===== config.mk =====
export PLATFORM = sky130hd
export DESIGN_NAME = uart_transceiver
export DESIGN_NICKNAME = d
export VERILOG_FILES = /design/src/rtl/uart_pkg.sv /design/src/rtl/uart_rx_path.sv /design/src/rtl/uart_transceiver.sv
export SDC_FILE = /design/constraint.sdc
export NUM_CORES = 1
export LEC_CHECK = 0
export CAP_MARGIN = 10
export CORE_ASPECT_RATIO = 1.5
export CORE_MARGIN = 5
export CORE_UTILIZATION = 25
export DETAILED_ROUTE_END_ITERATION = 7
export SKIP_CTS_REPAIR_TIMING = 1
export SLEW_MARGIN = 10
export SYNTH_ARGS = -nofsm -noshare
export SYNTH_HDL_FRONTEND = slang
export SYNTH_SLANG_ARGS = --single-unit

===== constraint.sdc =====
create_clock -name clk -period 2.1 [get_ports clk]
set_input_delay 0.42 -clock clk [delete_from_list [all_inputs] [get_ports clk]]
set_output_delay 0.42 -clock clk [all_outputs]
set_load 0.1 [all_outputs]

===== src/rtl/uart_pkg.sv =====
// Shared types and constants for the 8N1 UART transceiver.
// Both the TX path and the RX path use them.
package uart_pkg;

  localparam int DATA_BITS = 8;

  typedef enum logic [1:0] {
    TX_IDLE,
    TX_START,
    TX_DATA,
    TX_STOP
  } tx_state_t;

  typedef enum logic [2:0] {
    RX_IDLE,
    RX_START,
    RX_DATA,
    RX_STOP,
    RX_WAIT_HIGH
  } rx_state_t;

  // Clocks per RX sample tick, rounded to the nearest integer.
  function automatic int uart_div(input int clk_freq, input int baud, input int oversample);
    return (clk_freq + baud * oversample / 2) / (baud * oversample);
  endfunction

endpackage


===== src/rtl/uart_rx_path.sv =====
// UART receive path: rxd synchroniser, oversampling tick counter, RX FSM,
// and the valid/ready delivery stage with framing-error and overrun pulses.
module uart_rx_path
  import uart_pkg::*;
#(
  parameter int DIV        = 27,
  parameter int OVERSAMPLE = 16
) (
  input  logic                 clk,
  input  logic                 rst,
  input  logic                 rxd,
  output logic [DATA_BITS-1:0] rx_data,
  output logic                 rx_valid,
  input  logic                 rx_ready,
  output logic                 rx_frame_err,
  output logic                 rx_overrun
);

  localparam int TICK_W = (DIV > 1) ? $clog2(DIV) : 1;
  localparam int SAMP_W = $clog2(OVERSAMPLE);
  localparam int BIT_W  = $clog2(DATA_BITS);

  rx_state_t            state;
  logic [1:0]           sync;
  logic [TICK_W-1:0]    tick_cnt;
  logic [SAMP_W-1:0]    samp_idx;
  logic [BIT_W-1:0]     bit_idx;
  logic [DATA_BITS-1:0] shift;

  logic rxd_s;
  logic tick;
  logic mid_sample;
  logic byte_done;
  logic consume;

  assign rxd_s      = sync[1];
  assign tick       = tick_cnt == TICK_W'(DIV - 1);
  assign mid_sample = tick && (samp_idx == SAMP_W'(OVERSAMPLE / 2 - 1));
  assign byte_done  = (state == RX_STOP) && mid_sample && rxd_s;
  assign consume    = rx_valid && rx_ready;

  // NOTE: every register here uses <= so all reads in this block see the
  // pre-edge value; a blocking assignment would let later statements see
  // the new value and silently reorder the pipeline.
  always_ff @(posedge clk) begin
    if (rst) begin
      sync         <= 2'b11;  // idle line level, so release never fakes a start bit
      state        <= RX_IDLE;
      tick_cnt     <= '0;
      samp_idx     <= '0;
      bit_idx      <= '0;
      shift        <= '0;
      rx_data      <= '0;
      rx_valid     <= 1'b0;
      rx_frame_err <= 1'b0;
      rx_overrun   <= 1'b0;
    end else begin
      sync         <= {sync[0], rxd};
      rx_frame_err <= 1'b0;
      rx_overrun   <= 1'b0;

      if (state != RX_IDLE) begin
        tick_cnt <= tick ? '0 : tick_cnt + 1'b1;
        if (tick) samp_idx <= (samp_idx == SAMP_W'(OVERSAMPLE - 1)) ? '0 : samp_idx + 1'b1;
      end

      case (state)
        RX_IDLE: begin
          if (!rxd_s) begin
            state    <= RX_START;
            tick_cnt <= '0;
            samp_idx <= '0;
          end
        end
        RX_START: begin
          if (mid_sample) begin
            state   <= rxd_s ? RX_IDLE : RX_DATA;
            bit_idx <= '0;
          end
        end
        RX_DATA: begin
          if (mid_sample) begin
            shift   <= {rxd_s, shift[DATA_BITS-1:1]};
            bit_idx <= bit_idx + 1'b1;
            if (bit_idx == BIT_W'(DATA_BITS - 1)) state <= RX_STOP;
          end
        end
        RX_STOP: begin
          // Leave at mid-stop so a slightly fast far end never loses a start bit.
          if (mid_sample) begin
            if (rxd_s) begin
              state <= RX_IDLE;
            end else begin
              rx_frame_err <= 1'b1;
              state        <= RX_WAIT_HIGH;
            end
          end
        end
        RX_WAIT_HIGH: begin
          if (rxd_s) state <= RX_IDLE;
        end
        default: state <= RX_IDLE;
      endcase

      if (byte_done) begin
        if (!rx_valid || consume) begin
          rx_data  <= shift;
          rx_valid <= 1'b1;
        end else begin
          rx_overrun <= 1'b1;
        end
      end else if (consume) begin
        rx_valid <= 1'b0;
      end
    end
  end

endmodule


===== src/rtl/uart_transceiver.sv =====
// 8N1 UART endpoint: inline bit-timed transmitter plus the uart_rx_path
// receiver, both self-timed from clk.
module uart_transceiver
  import uart_pkg::*;
#(
  parameter int CLK_FREQ   = 50_000_000,
  parameter int BAUD       = 115200,
  parameter int OVERSAMPLE = 16
) (
  input  logic                 clk,
  input  logic                 rst,
  input  logic                 rxd,
  output logic                 txd,
  input  logic [DATA_BITS-1:0] tx_data,
  input  logic                 tx_valid,
  output logic                 tx_ready,
  output logic [DATA_BITS-1:0] rx_data,
  output logic                 rx_valid,
  input  logic                 rx_ready,
  output logic                 rx_frame_err,
  output logic                 rx_overrun
);

  localparam int DIV        = uart_div(CLK_FREQ, BAUD, OVERSAMPLE);
  localparam int BIT_CYCLES = DIV * OVERSAMPLE;
  localparam int CNT_W      = $clog2(BIT_CYCLES);
  localparam int BIT_W      = $clog2(DATA_BITS);

  tx_state_t            tx_state;
  logic [CNT_W-1:0]     tx_cnt;
  logic [BIT_W-1:0]     tx_bit;
  logic [DATA_BITS-1:0] tx_shift;
  logic                 bit_end;

  assign bit_end = tx_cnt == CNT_W'(BIT_CYCLES - 1);

  always_ff @(posedge clk) begin
    if (rst) begin
      tx_state <= TX_IDLE;
      txd      <= 1'b1;
      tx_ready <= 1'b0;
      tx_cnt   <= '0;
      tx_bit   <= '0;
      tx_shift <= '0;
    end else begin
      if (tx_state != TX_IDLE) tx_cnt <= bit_end ? '0 : tx_cnt + 1'b1;

      case (tx_state)
        TX_IDLE: begin
          txd    <= 1'b1;
          tx_cnt <= '0;
          tx_bit <= '0;
          if (tx_valid && tx_ready) begin
            tx_shift <= tx_data;
            txd      <= 1'b0;
            tx_ready <= 1'b0;
            tx_state <= TX_START;
          end else begin
            tx_ready <= 1'b1;
          end
        end
        TX_START: begin
          if (bit_end) begin
            txd      <= tx_shift[0];
            tx_shift <= tx_shift >> 1;
            tx_state <= TX_DATA;
          end
        end
        TX_DATA: begin
          if (bit_end) begin
            if (tx_bit == BIT_W'(DATA_BITS - 1)) begin
              txd      <= 1'b1;
              tx_state <= TX_STOP;
            end else begin
              txd      <= tx_shift[0];
              tx_shift <= tx_shift >> 1;
              tx_bit   <= tx_bit + 1'b1;
            end
          end
        end
        TX_STOP: begin
          if (bit_end) begin
            tx_ready <= 1'b1;
            tx_state <= TX_IDLE;
          end
        end
        default: tx_state <= TX_IDLE;
      endcase
    end
  end

  uart_rx_path #(
    .DIV        (DIV),
    .OVERSAMPLE (OVERSAMPLE)
  ) u_rx_path (
    .clk          (clk),
    .rst          (rst),
    .rxd          (rxd),
    .rx_data      (rx_data),
    .rx_valid     (rx_valid),
    .rx_ready     (rx_ready),
    .rx_frame_err (rx_frame_err),
    .rx_overrun   (rx_overrun)
  );

endmodule

After elaboration in Yosys (flattened, before gate mapping)
Cells that the tools add are included.
{ "classes": {"add_sub_neg": 5, "multipliers": 0, "div_mod_pow": 0, "magnitude_cmp": 0, "eq_ne": 26, "n_shift": 0, "muxes": 48, "n_bitwise": 3, "reduce_logical": 29} }
{ "ops": {"columns": ["operator", "count"], "rows": [
  ["3-bit two-way mux", 11],
  ["8-bit two-way mux", 4],
  ["8-bit one-hot mux with 3 select lines", 1],
  ["4-bit two-way mux", 5],
  ["5-bit two-way mux", 4],
  ["2-bit != test, second input constant", 8],
  ["3-bit one-hot mux with 5 select lines", 1],
  ["2-bit two-way mux", 6],
  ["3-bit one-hot mux with 2 select lines", 2],
  ["1-bit two-way mux", 10],
  ["2-bit by 1-bit != test with 1-bit output, second input constant", 5],
  ["5-bit AND reduction", 2],
  ["2-bit nonzero test", 5],
  ["9-bit by 1-bit adder with 9-bit output, second input constant", 1],
  ["3-bit equality test, second input constant", 3],
  ["9-bit equality test, second input constant", 1],
  ["9-bit two-way mux", 1],
  ["3-bit AND reduction", 3],
  ["2-bit one-hot mux with 4 select lines", 1],
  ["2-bit AND reduction", 4],
  ["3-bit by 1-bit adder with 3-bit output, second input constant", 2],
  ["3-bit by 2-bit equality test with 1-bit output, second input constant", 2],
  ["6-bit AND reduction", 1],
  ["3-bit nonzero test", 2],
  ["other kinds (18)", 26]
]} }
{ "word_totals": {"regBits": 60, "latch_bits": 0, "mem_bits_rw": 0, "mem_bits_ro": 0, "inputBits": 13, "output_inout_bits": 13, "word_cells": 127, "memories": 0} }

Longest topological paths before layout
Gate-level depths: netlist (run 1).
{ "logic_depth": {"depth_word": 6, "ltp_mapped": 7, "ltp_nobuf": 6} }

Cells and area by module
Synthesis (run 1) repeated with hierarchy kept, for this count alone.
{ "unflattened": {"cells_unflattened": 296, "hier_area_um2": 2894.0} }
{ "modules_own_cells": {"columns": ["module", "n_inst", "cells_each", "area_per_inst_um2", "seq_area_each_um2"], "rows": [
  ["uart_rx_path", 1, 162, 1561.5, 720.7],
  ["uart_transceiver", 1, 134, 1332.5, 480.5]
]} }

Worst setup path after synthesis (run 1)
OpenSTA, ideal clock, no wires.
{ "synth_timing": {"kind": "register to register", "startpoint": "reg tx_ready", "endpoint": "reg tx_shift[7]", "setup_ps": 122, "arrival_ps": 2062, "required_time_ps": 1978, "setup_slack_ps": -84, "path_stages_with_launch": 6, "n_path_buf": 1, "period_less_slack_ps": 2184, "cell_sequence": "dfxtp_1 -> nand2_1 -> a221oi_2 -> and2_1 -> buf_2 -> o21ai_0"} }
{ "synth_between": {"elab_chain_cells": 3} }
{ "synth_lines": {"columns": ["element", "line_no", "text"], "rows": [
  ["start, declared", "uart_transceiver.sv:16", "output logic tx_ready,"],
  ["start signal, assigned", "uart_transceiver.sv:41", "tx_ready <= 1'b0;"],
  ["start signal, assigned", "uart_transceiver.sv:56", "tx_ready <= 1'b0;"],
  ["start signal, assigned", "uart_transceiver.sv:59", "tx_ready <= 1'b1;"],
  ["1-bit logical AND", "uart_transceiver.sv:53", "if (tx_valid && tx_ready) begin"],
  ["2-bit != test (no line)", null, null],
  ["5-bit AND reduction (no line)", null, null],
  ["end signal, assigned", "uart_transceiver.sv:54", "tx_shift <= tx_data;"],
  ["end signal, assigned", "uart_transceiver.sv:65", "tx_shift <= tx_shift >> 1;"],
  ["end signal, assigned", "uart_transceiver.sv:76", "tx_shift <= tx_shift >> 1;"],
  ["end, declared", "uart_transceiver.sv:32", "logic [DATA_BITS-1:0] tx_shift;"]
]} }
No other way between the ends.
A chain may end at the register's enable or synchronous reset.

Worst setup path after layout (run 1)
{ "layout_timing": {"startpoint": "reg tx_state[0]", "endpoint": "reg tx_cnt[8]"} }
{ "layout_between": {"elab_chain_cells": 2, "elab_cells_between_ends": 3, "classes_between": "3 x reduce/logical"} }
{ "layout_lines": {"columns": ["element", "line_no", "text"], "rows": [
  ["start, declared", "uart_transceiver.sv:29", "tx_state_t tx_state;"],
  ["start signal, assigned", "uart_transceiver.sv:39", "tx_state <= TX_IDLE;"],
  ["start signal, assigned", "uart_transceiver.sv:57", "tx_state <= TX_START;"],
  ["start signal, assigned", "uart_transceiver.sv:66", "tx_state <= TX_DATA;"],
  ["2-bit logical NOT", "uart_transceiver.sv:48", "case (tx_state)"],
  ["2-bit OR reduction (no line)", null, null],
  ["end signal, assigned", "uart_transceiver.sv:46", "if (tx_state != TX_IDLE) tx_cnt <= bit_end ? '0 : tx_cnt + 1'b1;"],
  ["end, declared", "uart_transceiver.sv:30", "logic [CNT_W-1:0] tx_cnt;"]
]} }
Parallel ways exist; a longest one is shown, timed or not.

==> impl_results.md, run 1 <==
- Status: finished clean
- Gate power share: 0.209
- Worst R2R Start: tx_state[0]
- Fin cells: 468
- Pwr Density: 1084 mW/mm2
- Total wire length: 5468 um
- Port bufs: 25
- Worst path required time: 2350 ps
- First-pass GRT wire length: 9432 um
- Final core utilization: 0.3237
- Crit end category: register
- Finish-stage setup viols: 0
- Initial antenna violation count: 0
- Clock Skew: 5.911 ps
- Top-count cell post-synth: dfxtp_1
- Clock Power Share: 0.444
- Slowest stage cell, crit path: or4_1
- CTS sink count: 60
- Top_reg_cell synth: dfxtp_1
- Post-synth EDFFs: 0
- YS warnings: 0
- WP data arrival: 2090 ps
- Die area: 0.01308 mm2
- IO Count: 26
- Top cells by count, synth: dfxtp_1, nor2_1, mux2i_1
- Hold Path Origin: u_rx_path.sync[0]
- Syn_area_per_cell: 9.258 um2
- Share of cells above drive strength 1: 0.1358
- Area growth from synthesis to layout: 26.38%
- P_int: 2.695 mW
- Async SR Flop Fraction: 0
- Syn nets: 318
- F_max: 545.2 MHz
- Root Buffer: clkbuf_16
- Total gr overflow: 0
- Die Ht: 137.6 um
- Unique masters post-synth: 48
- Final hold violations: 0
- N_diodes: 0
- # rows: 46
- Switching part of the total: 0.2752
- Critical Path Start: tx_state[0]
- CTS Buf Count: 9
- IR Drop Worst-Case VDD: 0.5783 mV
- Largest net degree at the start of global routing: 38
- Final Critical Period: 1834 ps
- Cells after Synth: 293
- CP delay by family, top: simple AND/OR/NAND/NOR gates
- Pleak: 1.247 nW
- Initial DRC count: 73
- CP max stage delay: 510 ps
- Reg clk slew, reported paths: 50 ps
- Synth Register Bits: 60
- Vias per Instance: 4.592
- Vias in the first global route: 2,145
- Cells after DPL: 452
- Max clock buf depth: 2
- CTS tree: yes
- Switching pwr: 1.023 mW
- Drt wl/cell: 11.68 um
- Routed Antenna Nets: 0
- Hold Slack: 406.6 ps
- Core box area: 0.01059 mm2
- Via count: 2,149
- Register share of total power: 0.346
- Largest area contributor in the netlist: dfxtp_1
- Final nets: 344
- Gpl congestion: 0.7401
- Top-area cell type share of the netlist area: 0.4428
- Crit Path Class: register to register
- Period Utilization, post-route: 0.8734
- # DRC: 0
- DP Wirelength: 3836 um
- Max_slew headroom: 0.6638
- Max-Cap Viols: 0
- Top cells by area, synth: dfxtp_1, mux2i_1, ha_1
- Least-Margin Pin Slew: 504.3 ps
- Post-Synthesis Cell Area: 0.002713 mm2
- RSZ-0062 raised after global routing: no
- Worst Path Buf+Inv: 1
- Startpoint type of the worst setup path: register
- Sequential element share of the synthesized area: 0.4428
- GRT Total Usage: 0.09080
- Worst-Skew Late Latency: 320 ps
- Min-Delay Path Class: register to register
- Overall power: 3.718 mW
- Setup TNS: 0 ps
- Worst-path fanout max: 9
- H-tree levels: 3
- Drt first pass iters: 4
- Initial Util: 0.2561
- Final Max Slew Viols: 0
- Critical-path cell list: inv_1 -> ha_1 -> nor2b_2 -> nand3_1 -> or4_1 -> a21oi_1
- Die width: 95.05 um
==> per-stage QoR <==
stage	setup slack [ps]	area [um2]
3_3_place_gp	271.6	3094
3_5_place_dp	219.3	3094
5_1_grt	107.4	3428
4_1_cts	250.3	3428
2_1_floorplan	275.3	2714
6_report	265.9	3428
==> state kept, by name (all words and copies together) (netlist names), 2 cells and up <==
name                count
tx_cnt                  9
tx_shift                8
u_rx_path.rx_data       8
u_rx_path.shift         8
u_rx_path.tick_cnt      5
u_rx_path.samp_idx      4
tx_bit                  3
u_rx_path.bit_idx       3
u_rx_path.state         3
tx_state                2
u_rx_path.sync          2
==> layer usage <==
layer,global-route usage,wire [um],vias up
met1,0.09936,2397,1016
met5,0,0,-
met3,0.02896,191,6
met4,0.04655,74,0
li1,-,-,1095
met2,0.1554,2805,32
==> power groups by stage <==
| stage | Clock (mW) | Combinational [mW] | Sequential (mW) |
|---|---|---|---|
| after floorplan | 0 | 0.522 | 1.39 |
| after global placement | 0 | 0.755 | 1.31 |
| after detailed placement | 0 | 0.781 | 1.31 |
| after CTS | 1.69 | 0.784 | 1.29 |
| after global routing | 1.75 | 0.850 | 1.30 |
| final | 1.65 | 0.779 | 1.29 |
==> cell usage in the layout (no fill, tap or decap), types with 3 or more instances in the layout <==
master           instances
dfxtp_1                 59
nor2_1                  39
mux2i_1                 25
buf_4                   20
nand2_1                 19
a21oi_1                 18
ha_1                    12
clkdlybuf4s50_1         12
nor3_1                  11
a211oi_1                 9
o21ai_0                  9
clkbuf_16                9
inv_1                    6
nand3b_1                 5
xor2_1                   5
or3_1                    4
a31oi_1                  4
nand4b_1                 4
nand2b_1                 4
xnor2_1                  4
nand3_1                  4
nand4_1                  3
clkbuf_1                 3
bufinv_16                3
==> final cells by class <==
type	instances	area [um2]
fillers	1144	7162
multi-input cells	210	1419
flip-flops and latches	60	1202
repair buffers	32	270.3
clock buffers	12	236.5
well taps	144	180.2
clock inverters	4	97.59
inverters	6	22.52
==> logic make-up (layout without fill, tap and decap cells) <==
group | after synthesis | count (layout) | share of synthesized area
and+or+nand+nor | 111 | 111 | 0.2191
DFF | 60 | 60 | 0.4428
AOI/OAI and AO/OA | 52 | 52 | 0.1208
muxes | 26 | 26 | 0.09640
buffers and inverters | 23 | 54 | 0.03644
adders and majority gates | 12 | 12 | 0.05535
xor gates and xnor gates | 9 | 9 | 0.02906
==> worst paths after layout <==
| path | to | slack, ps | cells after the start |
|---|---|---|---|
| worst min register to register | u_rx_path.sync[1] | 410 | 1 |
| worst max-delay path | tx_cnt[8] | 270 | 6 |
| worst max register to register | tx_cnt[8] | 270 | 6 |
| worst min-delay path | u_rx_path.sync[1] | 410 | 1 |
Note: power is estimated with default switching activity, not from simulation.
==> inputs of run 2 (changes only) <==
- CORE_UTILIZATION: 25 -> 54
- GPL_TIMING_DRIVEN: default -> 0
- PLACE_DENSITY: default -> 0.76
- clock period: 2.1 -> 1.9 ns (I/O delays scaled with it)
==> run 2 against run 1 <==
Compared with the run above:
- non-clock buffer count increased by 14
- combinational power increased by 19%
- routed wire length increased by 0.66%
- clock power decreased by 41%
- via count increased by 3.3%
- utilization increased by 37 points
- design area decreased by 2.2%
- worst hold slack improved by 7.0 ps
- sequential share of layout area increased by 0.90 points
- critical path depth increased by 1
- critical path type unchanged
- critical endpoint unchanged
- largest cell class unchanged
==> impl_results.md, run 2 (same netlist as run 1, synthesis figures left out) <==
- Status: finished clean
- Gpl congestion: 0.7899 (+6.7%)
- Reg clk slew, reported paths: 70 ps (+20 ps)
- CTS tree: yes
- Max-Cap Viols: 0 (unchanged)
- Initial Util: 0.5595 (+0.3033)
- Core box area: 0.004848 mm2 (-54%)
- Share of cells above drive strength 1: 0.1420 (+0.006209)
- H-tree levels: 3 (unchanged)
- IO Count: 26 (unchanged)
- Slowest stage cell, crit path: or4_4
- Worst-Skew Late Latency: 340 ps (+20 ps)
- Top reg by flops: tx_cnt
- Worst-path fanout max: 9 (unchanged)
- Pleak: 1.411 nW (+13%)
- Total gr overflow: 0 (unchanged)
- Pwr Density: 991.6 mW/mm2 (-8.6%)
- Period Utilization, post-route: 0.9585 (+0.08512)
- Overall power: 3.325 mW (-11%)
- Max_slew headroom: 0.3456 (-0.3182)
- Die width: 67.87 um (-29%)
- Critical Path Start: tx_state[0]
- CTS sink count: 60 (unchanged)
- Port bufs: 25 (unchanged)
- Vias per Instance: 5.495 (+20%)
- Min-Delay Path Class: register to register
- Finished Cell Area: 0.003353 mm2 (-2.2%)
- R2R Setup Slk: 80 ps (-190 ps)
- IR Drop Worst-Case VDD: 0.7116 mV (+23%)
- Final hold violations: 0 (unchanged)
- Die area: 0.006570 mm2 (-50%)
- N_diodes: 0 (unchanged)
- Reg-to-reg endpoint: tx_cnt[8]
- First-pass GRT wire length: 9087 um (-3.7%)
- F_max: 549.1 MHz (+0.71%)
- Area growth from synthesis to layout: 23.62%
- CP max stage delay: 540 ps (+30 ps)
- Root Buffer: clkbuf_8
- Largest net degree at the start of global routing: 12 (-68%)
- Drt wl/cell: 13.62 um (+17%)
- Startpoint type of the worst setup path: register
- GRT Total Usage: 0.1782 (+0.08740)
- Final Max Slew Viols: 0 (unchanged)
- DP Wirelength: 3814 um (-0.56%)
- CP delay by family, top: simple AND/OR/NAND/NOR gates
- Vias in the first global route: 2,113 (-1.5%)
- Final Critical Period: 1821 ps (-12.95 ps)
- Crit path depth: 7 (+1)
- Crit end category: register
- # rows: 31 (-33%)
- Placed Area: 0.003047 mm2 (-1.5%)
- Initial DRC count: 79 (+8.2%)
- CTS Buf Count: 9 (unchanged)
- Final nets: 358 (+4.1%)
- Worst path required time: 2170 ps (-180 ps)
- Setup TNS: 0 ps (unchanged)
- Hold Slack: 413.6 ps (+6.982 ps)
- Final WS setup: 78.88 ps (-187.1 ps)
- Commonest non-fill, non-tap cells in the layout: dfxtp_1, nor2_1, mux2i_1
- Initial antenna violation count: 0 (unchanged)
- Final core utilization: 0.6916 (+0.3679)
- # DRC: 0 (unchanged)
- Place WS: -238.5 ps (-457.7 ps)
- Total wire length: 5504 um (+0.66%)
- Worst R2R Start: tx_state[0]
- Commonest non-fill, non-tap cell in the layout: dfxtp_1
- Crit path to: tx_cnt[8]
- WP data arrival: 2090 ps (about the same)
- Via count: 2,220 (+3.3%)
- Finish-stage setup viols: 0 (unchanged)
- Drt first pass iters: 4 (unchanged)
- Worst Path Buf+Inv: 2 (+1)
- Critical-path cell list: inv_1 -> ha_1 -> clkbuf_4 -> nor2b_4 -> nand3_1 -> or4_4 -> a21oi_2
- Routed Antenna Nets: 0 (unchanged)
- RSZ-0062 raised after global routing: no
- Max reg flops: 9 (unchanged)
- Crit Path Class: register to register
- Clock Skew: 7.269 ps (+1.358 ps)
- Cells after DPL: 384 (-15%)
- R2R depth: 7 (+1)
- Fin cells: 404 (-14%)
- Max clock buf depth: 2 (unchanged)
- Least-Margin Pin Slew: 980.0 ps (+475.8 ps)
- Die Ht: 96.81 um (-30%)
- Hold Path Origin: u_rx_path.sync[0]
run 2: cell count changes in the layout (fill, tap and decap cells not counted), moves of 4 or more:
cell,change
clkbuf_1,+4
buf_2,+5
clkinv_2,+4
clkbuf_16,-9
clkbuf_8,+9
buf_4,-14
dlymetal6s2s_1,+13
run 2: routing by layer:
layer / global-route usage / share of wire / vias up
met1: 0.2033 / 0.43 / 1050
li1: - / - / 1119
met2: 0.2948 / 0.52 / 46
met4: 0.08882 / 0.014 / 0
met5: 0 / 0 / -
met3: 0.04867 / 0.040 / 5
run 2: power breakdown:
part           switching (mW)  internal, mW
clock network           0.512         0.464
registers              0.0594          1.36
logic                   0.550         0.379
total                    1.12          2.20
run 2: area by class of cell:
cell class / instances / area [um2]
Sequential cell: 60 / 1206
Clock inverter: 7 / 43.79
Fill cell: 377 / 1495
Buffer: 16 / 81.33
Clock buffer: 9 / 123.9
Tap cell: 66 / 82.58
Timing Repair Buffer: 30 / 320.3
Multi-Input combinational cell: 210 / 1473
Inverter: 6 / 22.52
run 2: how the worst min path moves through the flow:
stage	to	cells past startpoint
finish	u_rx_path.sync[1]	1
global route	u_rx_path.sync[1]	1
CTS	u_rx_path.sync[1]	1
detailed placement	u_rx_path.sync[1]	1
global placement	u_rx_path.sync[1]	1
floorplan	u_rx_path.sync[1]	1
==> inputs of run 3 (changes only) <==
- ABC_AREA: default -> 1
==> run 3 against run 2 <==
Compared with the run above:
- via count up 17%
- first-iteration DRC count up 39%
- routed wire length up 11%
- sequential share of layout area down 1.4 points
- cell count up 27%
- critical path depth down 6
- utilization down 2.0 points
- largest cell class unchanged
- largest power group unchanged
==> impl_results.md, run 3 <==
- Gpl congestion: 0.8739 (+11%)
- Final nets: 465 (+30%)
- Initial DRC count: 110 (+39%)
- Top cells by area, synth: dfxtp_1, nand2_1, nor2_1
- Async SR Flop Fraction: 0 (unchanged)
- Vias in the first global route: 2,577 (+22%)
- Post-synthesis xor/xnor area fraction: 0.009107 (-0.01995)
- Via count: 2,591 (+17%)
- Final Max Slew Viols: 0 (unchanged)
- Least-Margin Pin Slew: 987.0 ps (+6.937 ps)
- Syn nets: 430 (+35%)
- Commonest non-fill, non-tap cell in the layout: nand2_1
- Drt first pass iters: 5 (+1)
- Pleak: 1.799 nW (+27%)
- WP data arrival: 1440 ps (-650 ps)
- CTS sink count: 60 (unchanged)
- Fillers: 460 (+22%)
- Post-synth EDFFs: 0 (unchanged)
- Worst-path fanout max: 3 (-6)
- Max-Cap Viols: 0 (unchanged)
- Initial antenna violation count: 0 (unchanged)
- Place WS: 37.75 ps (+276.2 ps)
- Share of cells above drive strength 1: 0.1056 (-0.03639)
- Worst Path Buf+Inv: 1 (-1)
- Largest net degree at the start of global routing: 12 (unchanged)
- Finish-stage setup viols: 0 (unchanged)
- Min-Delay Path Class: register to register
- Max clock buf depth: 2 (unchanged)
- Area growth from synthesis to layout: 20.25%
- Status: finished clean
- N_diodes: 0 (unchanged)
- # DRC: 0 (unchanged)
- Sequential element share of the synthesized area: 0.4163 (-0.02650)
- IO Count: 26 (unchanged)
- Routed Antenna Nets: 0 (unchanged)
- CTS Buf Count: 9 (unchanged)
- Critical-path cell list: dlymetal6s2s_1
- Worst path required time: 1520 ps (-650 ps)
- GRT Total Usage: 0.1880 (+0.009780)
- Max_slew headroom: 0.3409 (-0.004632)
- DP Wirelength: 4262 um (+12%)
- CP max stage delay: 750 ps (+210 ps)
- Clock Skew: 8.075 ps (+0.8054 ps)
- Pwr Density: 1226 mW/mm2 (+24%)
- IR Drop Worst-Case VDD: 0.5907 mV (-17%)
- F_max: 548.5 MHz (-0.11%)
- Synth Register Bits: 60 (unchanged)
- Post-Synthesis Cell Area: 0.002885 mm2 (+6.4%)
- Syn_area_per_cell: 7.124 um2 (-23%)
- Total gr overflow: 0 (unchanged)
- Root Buffer: clkbuf_8
- Post-synthesis simple-gate area fraction: 0.3365 (+0.1174)
- Reg clk slew, reported paths: 70 ps (about the same)
- Top reg by flops: tx_cnt
- Unique masters post-synth: 32 (-33%)
- Synth Area in Compound Gates: 0.08153 (-0.03932)
- Main combinational cell family by area after synthesis: simple AND/OR/NAND/NOR gates
- Die Ht: 99.53 um (+2.8%)
- Final WS setup: 76.95 ps (-1.928 ps)
- Core box area: 0.005165 mm2 (+6.5%)
- Slowest stage cell, crit path: dlymetal6s2s_1
- Final hold violations: 0 (unchanged)
- Drt wl/cell: 11.95 um (-12%)
- First-pass GRT wire length: 10,580 um (+16%)
- Top-count cell post-synth: nand2_1
- Die width: 69.68 um (+2.7%)
- Cells after Synth: 405 (+38%)
- Crit Path Class: register to output port
- Port bufs: 24 (-4.0%)
- Post-Synth Adder-Cell Area: 0.05204 (-0.003312)
- Initial Util: 0.5586 (-0.0008600)
- Vias per Instance: 5.051 (-8.1%)
- Post-synthesis mux area share: 0.02428 (-0.07212)
- CP delay by family, top: buffers and inverters
- YS warnings: 0 (unchanged)
- Max reg flops: 9 (unchanged)
- # rows: 32 (+3.2%)
- Hold Slack: 413.9 ps (+0.3430 ps)
- Period Utilization, post-route: 0.9595 (+0.001015)
- Top_reg_cell synth: dfxtp_1
- H-tree levels: 3 (unchanged)
- Worst-Skew Late Latency: 340 ps (about the same)
- Startpoint type of the worst setup path: register
- RSZ-0062 raised after global routing: no
- Crit path depth: 1 (-6)
- Overall power: 4.253 mW (+28%)
- Top cells by count, synth: nand2_1, nor2_1, dfxtp_1
- Crit end category: output port
- CTS tree: yes
- Die area: 0.006935 mm2 (+5.6%)
- Commonest non-fill, non-tap cells in the layout: nand2_1, nor2_1, dfxtp_1
- Setup TNS: 0 ps (unchanged)
- Final Critical Period: 1823 ps (+1.928 ps)
- Total wire length: 6129 um (+11%)
- Number of stages on the worst hold path: 1 (unchanged)
- R2R depth: 10 (+3)
- Top-area cell type share of the netlist area: 0.4163 (-0.02650)
- Largest area contributor in the netlist: dfxtp_1
==> run 3: changes by cell type after synthesis, moves of 5 or more <==
| cell | delta |
|---|---|
| a211oi_1 | -9 |
| clkbuf_1 | -5 |
| inv_1 | +32 |
| inv_2 | +7 |
| mux2i_1 | -18 |
| nand2_1 | +75 |
| nand3_1 | +19 |
| nor2_1 | +41 |
| nor3_1 | -8 |
| o21ai_1 | +10 |
==> run 3: layout make-up <==
class / instances / area (um2) / share of cell area
Buffer: 11 / 62.56 / 0.01803
Clock buffer: 10 / 137.6 / 0.03967
Clock inverter: 6 / 86.33 / 0.02488
Inverter: 45 / 168.9 / 0.04868
Multi-Input combinational cell: 289 / 1455 / 0.4194
Sequential cell: 60 / 1201 / 0.3462
Tap cell: 68 / 85.08 / 0.02452
Timing Repair Buffer: 24 / 272.8 / 0.07862
==> run 3: final timing paths <==
| kind | startpoint | endpoint | slack (ps) |
|---|---|---|---|
| setup / recovery | tx_ready | tx_ready | 80 |
| hold reg to reg | u_rx_path.sync[0] | u_rx_path.sync[1] | 410 |
| setup reg to reg | tx_state[0] | tx_shift[4] | 160 |
| hold / removal | u_rx_path.sync[0] | u_rx_path.sync[1] | 410 |
==> run 3: per-stage QoR <==
step | instances | instance area, um2 | util
floorplan | 405 | 2885 | -
global placement | 497 | 3211 | 0.6216
detailed placement | 497 | 3211 | 0.6216
CTS | 513 | 3435 | 0.6650
global route | 513 | 3470 | 0.6718
finish | 513 | 3470 | 0.6718
==> run 3: cell families (layout without fill, tap and decap cells) <==
kind of cell / count (synthesis) / count (layout)
buffers and inverters: 56 / 96
adder cells (fa/ha/maj): 12 / 12
AND/OR/NAND/NOR: 223 / 223
multiplexers: 7 / 7
AO/OA/AOI/OAI: 44 / 44
XOR/XNOR: 3 / 3
flip-flops: 60 / 60
==> run 3: routing by layer <==
metal,part of all wire,routed length [um],vias up,track usage
met1,0.42,2592,1183,0.1957
met2,0.52,3203,39,0.3471
met5,0,0,-,0
li1,-,-,1356,-
met4,0.023,142,0,0.1165
met3,0.031,190,13,0.03134
==> run 3: power breakdown <==
group          switching [mW]  internal, mW
Sequential             0.0899          1.41
Clock                   0.507         0.773
Combinational           0.959         0.513
